## src/rtl/toggle_event_decoder.sv

```systemverilog
// Receive side of a toggle-encoded event line: synchronizes tog_in, turns each level
// change into a one-cycle pulse, and queues events in a saturating pending counter.
module toggle_event_decoder #(
    parameter int SYNC_STAGES = 2,
    parameter int CNT_WIDTH   = 4,
    parameter int TOTAL_WIDTH = 8
) (
    input  logic                   clk,
    input  logic                   rst,
    input  logic                   tog_in,
    input  logic                   evt_ready,
    input  logic                   clr_overflow,
    output logic                   evt_valid,
    output logic                   evt_pulse,
    output logic [CNT_WIDTH-1:0]   pending,
    output logic [TOTAL_WIDTH-1:0] total,
    output logic                   overflow,
    output logic                   level,
    output logic                   armed
);

    localparam logic [CNT_WIDTH-1:0] PEND_MAX  = '1;
    localparam logic [2:0]           INIT_LAST = 3'(SYNC_STAGES);

    typedef enum logic {INIT, RUN} state_t;

    state_t                 state, state_next;
    logic [SYNC_STAGES-1:0] sync;
    logic                   prev;
    logic [2:0]             init_cnt;
    logic                   run;
    logic                   detect;
    logic                   pop;

    // Saturating up/down step; a simultaneous detect and pop cancel out.
    function automatic logic [CNT_WIDTH-1:0] pending_step(
        input logic [CNT_WIDTH-1:0] cur,
        input logic                 det,
        input logic                 take
    );
        logic [CNT_WIDTH-1:0] nxt;
        nxt = cur;
        if (det && !take && cur != PEND_MAX)
            nxt = cur + CNT_WIDTH'(1);
        else if (take && !det)
            nxt = cur - CNT_WIDTH'(1);
        return nxt;
    endfunction

    always_ff @(posedge clk or posedge rst) begin
        if (rst)
            sync <= '0;
        else
            sync <= {sync[SYNC_STAGES-2:0], tog_in};
    end

    assign level = sync[SYNC_STAGES-1];

    always_ff @(posedge clk or posedge rst) begin
        if (rst) begin
            state    <= INIT;
            init_cnt <= '0;
        end else begin
            state <= state_next;
            if (state == INIT)
                init_cnt <= init_cnt + 3'd1;
        end
    end

    // INIT lasts SYNC_STAGES+1 edges so prev has absorbed the settled initial level.
    always_comb begin
        state_next = state;
        case (state)
            INIT:    if (init_cnt == INIT_LAST) state_next = RUN;
            RUN:     state_next = RUN;
            default: state_next = INIT;
        endcase
    end

    assign run       = (state == RUN);
    assign armed     = run;
    assign evt_valid = (pending != '0);
    assign detect    = run && (level ^ prev);
    assign pop       = run && evt_valid && evt_ready;

    always_ff @(posedge clk or posedge rst) begin
        if (rst) begin
            prev      <= 1'b0;
            evt_pulse <= 1'b0;
            pending   <= '0;
            total     <= '0;
            overflow  <= 1'b0;
        end else begin
            prev      <= level;
            evt_pulse <= detect;
            pending   <= pending_step(pending, detect, pop);
            if (detect)
                total <= total + TOTAL_WIDTH'(1);
            // A new saturated event takes priority over a coincident clear.
            if (detect && !pop && pending == PEND_MAX)
                overflow <= 1'b1;
            else if (clr_overflow && run)
                overflow <= 1'b0;
        end
    end

endmodule

```

## config.mk

```make
export PLATFORM = sky130hd
export DESIGN_NAME = toggle_event_decoder
export DESIGN_NICKNAME = d
export VERILOG_FILES = /design/src/rtl/toggle_event_decoder.sv
export SDC_FILE = /design/constraint.sdc
export NUM_CORES = 1
export LEC_CHECK = 0
export ABC_AREA = 0
export CORE_MARGIN = 5
export CORE_UTILIZATION = 55
export CTS_BUF_LIST = sky130_fd_sc_hd__clkbuf_8
export DETAILED_ROUTE_END_ITERATION = 12
export PLACE_DENSITY = 0.83
export SYNTH_ARGS = -nofsm -noshare
export SYNTH_HDL_FRONTEND = slang
export SYNTH_SLANG_ARGS = --single-unit
```

## constraint.sdc

```tcl
create_clock -name clk -period 4.45 [get_ports clk]
set_clock_uncertainty 0.2 [all_clocks]
set_input_delay 0.6675 -clock clk [delete_from_list [all_inputs] [get_ports clk]]
set_output_delay 0.6675 -clock clk [all_outputs]
set_load 0.02 [all_outputs]
```

==> impl_metrics.json, run 1 <==
{
  "io_buffers": 21,
  "post-cts-setup-buffers": 0,
  "hpwl_mm": 1.30,
  "hold_path_class": "register to register",
  "grt_pass1_wl_mm": 3.26,
  "syn_area_um2": 986,
  "die_area_um2": 2740,
  "clk_pin_slew_ps": 70,
  "vias": 667,
  "fillers": 132,
  "ff2ff_path_depth": 8,
  "nets": 114,
  "cp_max_fo": 6,
  "drc": 0,
  "die_w_um": 52.3,
  "top_layer_used": "met4",
  "register_area_um2": 526,
  "drt-initial-drc-count": 3,
  "layout_min_cycle_time_ps": 2660,
  "globalplace.congestion": 0.842,
  "wire_per_inst_um": 14.2,
  "clockRootBuffer": "clkbuf_8",
  "ys_ff_latch": 21,
  "dr_wl_met3_um": 86,
  "ys_types": 28,
  "fin_area_um2": 1260,
  "overflow": 0,
  "async_flop_share_pct": 100,
  "placed_cells_incl_taps": 123,
  "crit_slowest_cell": "clkdlybuf4s50_1",
  "synth-main-ff-cell": "dfrtp_1",
  "max_freq_mhz": 376,
  "rows": 15,
  "cp-start-kind": "register",
  "crit_required_ps": 3580,
  "synth.avg_cell_area_um2": 12.5,
  "clock_latency_ps": 250,
  "relSlewSlack_pct": 50.2,
  "min_path_cells": 0,
  "grt_pass1_vias": 700,
  "htreeDepth": 1,
  "num_io_pins": 22,
  "wl_met2_um": 964,
  "crit_chain": "nor4_2 -> inv_1 -> clkdlybuf4s50_1",
  "clk_path_buf_depth": 2,
  "synth_area_leaders": "dfrtp_1 (53%), ha_1 (6.3%), xnor2_1 (6.2%), xor2_1 (5.3%), mux2_4 (3.0%)",
  "track_usage_pct": 16.5,
  "die-height_um": 52.3,
  "grt_max_degree": 22,
  "vias_per_cell": 5.25,
  "cp_slowest_stage_delay_ps": 550,
  "ir_worst_vdd_uv": 434,
  "maxCapViolCount": 0,
  "ys_warn_count": 0,
  "n_antenna_cell": 0,
  "cts_sinks": 21,
  "cp_data_arrival_time_ps": 1790,
  "tns_ps": 0,
  "synth_edf_count": 0,
  "syn-instance-count": 79,
  "synth_nets": 90,
  "drive_above_1_share_pct": 8.82,
  "yosys.area.top_type": "dfrtp_1",
  "rsz0062_at_grt": "no",
  "place_area_um2": 1210,
  "seq_area_frac_synth_pct": 53.3,
  "antenna_found_initial": 0,
  "path_class": "register to output port",
  "powerDensity_nw_per_um2": 638,
  "total_power_uw": 804,
  "syn_to_final_growth_pct": 27.8,
  "coreArea_um2": 1710,
  "antenna_left": 0,
  "final_cell_mix": "dfrtp_1 (21), clkdlybuf4s50_1 (21), inv_1 (7), xnor2_1 (7), xor2_1 (6)",
  "met1Wirelength_um": 707,
  "drv_slew": 0,
  "cts_tree": "done",
  "endpoint_kind": "output port",
  "yosysTopAreaCellShare_pct": 53.3,
  "multi_input_area_um2": 425,
  "initial_core_util_pct": 57.7,
  "wl_mm": 1.80,
  "postCtsHoldBufs": 0,
  "drt_first_pass_iters": 4,
  "worst_slew_pin_slew_ps": 747,
  "hold_viol_final": 0,
  "power_leakage_nw": 0.584,
  "layoutNonFillerInstCount": 127,
  "numCtsBuffers": 3,
  "period_share_pct": 59.8,
  "rrSetupSlack_ps": 1800,
  "finalSetupViolCount": 0,
  "status": "complete, no violations",
  "cts-resized-gates": 0
}
## cell families after synthesis
family	Yosys count	synth area share [%]
flops	21	53.3
simple gates	20	11.8
xor+xnor	13	11.5
buf+inv	8	3.55
compound gates	7	6.22
fa+ha+maj	6	8.38
mux	4	5.20
## synthesized netlist by cell type (2+ instances only)
cell type	count
mux2_4	2
nand4_1	4
nand3_1	2
a21o_1	2
ha_1	5
inv_1	6
xor2_1	6
dfrtp_1	21
and3_1	2
nand2_1	5
xnor2_1	7
## where the power goes
part,switching [mW],internal [mW],total [mW]
clock network,0.0570,0.0613,0.118
logic,0.173,0.196,0.369
registers,0.0717,0.245,0.317
total,0.302,0.503,0.804
## registers in the layout, indices dropped and copies added, names as in the netlist
register	count
total	8
pending	4
init_cnt	3
sync	2
armed	1
evt_pulse	1
overflow	1
prev	1
## path summary, 6_finish.rpt
| path | start | end |
|---|---|---|
| setup / recovery | pending[0] | evt_valid |
| hold / removal | sync[0] | sync[1] |
| setup reg to reg | sync[1] | pending[3] |
| hold reg to reg | sync[0] | sync[1] |
| max in group asynchronous | rst | pending[3] |
| min in group asynchronous | rst | total[0] |
## final cells by class
type / instances / share of cell area, %
Clock buffer: 3 / 3.28
Tap cell: 25 / 2.48
Sequential cell: 21 / 41.7
Timing Repair Buffer: 21 / 16.7
Clock inverter: 1 / 0.298
Multi-Input combinational cell: 50 / 33.8
Inverter: 6 / 1.79
## per-stage QoR
step	hold WS, ps	setup slack, ps	utilization [%]
3_5_place_dp	147	1700	71.1
3_3_place_gp	133	1800	71.1
2_1_floorplan	131	1870	-
5_1_grt	176	1580	73.8
4_1_cts	168	1780	73.8
6_report	165	1790	73.8
## worst max-delay path, delay by kind of cell (launching register included)
kind          cells  cell delay, ps
buf+inv           2             650
flops             1             480
simple gates      1             410
## metal layers
layer,GRT usage (%),vias up
met2,27.7,19
met4,8.94,0
met5,0,-
li1,-,314
met1,19.7,330
met3,3.13,4
(Power assumes the default switching activity.)
==> run 2, diff against run 1 <==
CORE_UTILIZATION = 51   (was 55)
PLACE_DENSITY = 0.78   (was 0.83)
clock period = 2.7 ns   (was 4.45 ns; I/O delays follow)
==> impl_metrics.json, run 2 (synthesis gave the netlist of run 1 again) <==
{
  "grt_pass1_vias": 701,
  "register_area_um2": 526,
  "path_class": "register to register",
  "coreArea_um2": 1900,
  "hold_path_class": "register to register",
  "die_area_um2": 2910,
  "worst_slew_pin_slew_ps": 753,
  "drv_slew": 0,
  "maxCapViolCount": 0,
  "cp_slowest_stage_delay_ps": 430,
  "overflow": 0,
  "die-height_um": 54.0,
  "top_regs": "total (8), pending (4), init_cnt (3)",
  "post-cts-setup-buffers": 0,
  "layout_min_cycle_time_ps": 2530,
  "initial_core_util_pct": 51.8,
  "clk_path_buf_depth": 2,
  "wire_per_inst_um": 13.1,
  "crit_cells": 9,
  "vias": 658,
  "clk_pin_slew_ps": 80,
  "postCtsHoldBufs": 0,
  "cts_tree": "done",
  "syn_to_final_growth_pct": 29.7,
  "r2r-start": "pending[3]",
  "internal_power_uw": 844,
  "max_freq_mhz": 395,
  "cp_common_cell": "nand3_1",
  "fillers": 155,
  "clock_latency_ps": 260,
  "die_w_um": 54.0,
  "io_buffers": 21,
  "cts_sinks": 21,
  "swShare_pct": 37.3,
  "numCtsBuffers": 3,
  "ff2ff_path_depth": 9,
  "crit_slowest_cell": "dfrtp_1",
  "pwr-share-clk_pct": 15.1,
  "p_sw_uw": 501,
  "r2r-end": "pending[3]",
  "vias_per_cell": 5.02,
  "rsz0062_at_grt": "no",
  "antenna_found_initial": 0,
  "crit_chain": "nor4_2 -> inv_1 -> nand3_1 -> nand3_1 -> ha_1 -> and3_2 -> o211ai_1 -> o2bb2ai_1 -> xor2_1",
  "cp_top_family": "simple AND/OR/NAND/NOR gates",
  "nets": 116,
  "regMostFlops": "total",
  "crit_end": "pending[3]",
  "period_share_pct": 93.7,
  "powerDensity_nw_per_um2": 1050,
  "antenna_left": 0,
  "globalplace.congestion": 0.792,
  "num_io_pins": 22,
  "grt_pass1_wl_mm": 3.15,
  "hpwl_mm": 1.33,
  "crit_buf_inv": 1,
  "ir_worst_vdd_uv": 545,
  "n_antenna_cell": 0,
  "drt-initial-drc-count": 6,
  "crit_required_ps": 2640,
  "tns_ps": 0,
  "track_usage_pct": 15.2,
  "relSlewSlack_pct": 49.8,
  "power_leakage_nw": 0.592,
  "crit_start": "pending[3]",
  "cts-resized-gates": 0,
  "finalSetupViolCount": 0,
  "cp-start-kind": "register",
  "wl_mm": 1.72,
  "largest_register_ffs": 8,
  "cp_data_arrival_time_ps": 2470,
  "cp_max_fo": 4,
  "total_power_mw": 1.35,
  "rows": 16,
  "clockRootBuffer": "clkbuf_8",
  "pre_cts_ws_ps": 189,
  "htreeDepth": 1,
  "setup_ws_ps": 170,
  "hold_slack_ps": 158,
  "drt_first_pass_iters": 3,
  "hp-start": "sync[0]",
  "drc": 0,
  "grt_max_degree": 22,
  "multi_input_area_um2": 425,
  "hold_viol_final": 0,
  "drive_above_1_share_pct": 11.5,
  "final_cell_mix": "dfrtp_1 (21), clkdlybuf4s50_1 (21), xnor2_1 (7)",
  "status": "complete, no violations",
  "pwr-share-comb_pct": 47.1,
  "rrSetupSlack_ps": 170,
  "endpoint_kind": "register",
  "post-route-util_pct": 67.2,
  "seqPwrFrac_pct": 37.8
}
-- run 2: cell count changes in the layout (fill, tap and decap cells not counted) --
| cell | change |
|---|---|
| buf_4 | +2 |
| clkinv_2 | +1 |
| inv_1 | -1 |
-- run 2: worst min path at each step --
stage	cells past startpoint	endpoint	slack (ps)
after floorplan	0	sync[1]	130
after global placement	0	sync[1]	130
after detailed placement	0	sync[1]	140
after CTS	0	sync[1]	160
after global routing	0	sync[1]	180
final	0	sync[1]	160
-- run 2: layout make-up --
class	instances	share of cell area (%)
tap	27	2.64
timing repair buffer	23	17.6
multi-input combinational	50	33.3
sequential	21	41.1
clock inverter	1	0.391
inverter	6	1.76
clock buffer	3	3.23
-- run 2: worst reg2reg max path: stages (launching register included) --
cell	delay (ps)
dfrtp_1	430
nor4_2	380
inv_1	110
nand3_1	130
nand3_1	160
ha_1	360
and3_2	230
o211ai_1	170
o2bb2ai_1	100
xor2_1	140
-- run 2: metrics by stage --
stage               instance area [um2]  std cells
floorplan                           986         79
global placement                   1230        127
detailed placement                 1230        127
CTS                                1280        131
global route                       1280        131
finish                             1280        131
-- run 2: power groups by stage --
| stage | combinational [mW] | clock [mW] | sequential [mW] |
|---|---|---|---|
| floorplan | 0.275 | 0 | 0.612 |
| detailed placement | 0.639 | 0 | 0.516 |
| CTS | 0.643 | 0.207 | 0.511 |
| global route | 0.690 | 0.224 | 0.527 |
| finish | 0.633 | 0.203 | 0.509 |
| global placement | 0.620 | 0 | 0.512 |
-- run 2: per-layer routing --
| metal | up-vias | share of wire [%] | wire length (um) | GRT usage (%) |
|---|---|---|---|---|
| met3 | 4 | 4.4 | 75 | 3.32 |
| met1 | 324 | 43 | 743 | 17.6 |
| met2 | 11 | 50 | 867 | 25.8 |
| met5 | - | 0 | 0 | 0 |
| li1 | 319 | - | - | - |
| met4 | 0 | 1.9 | 33 | 8.71 |
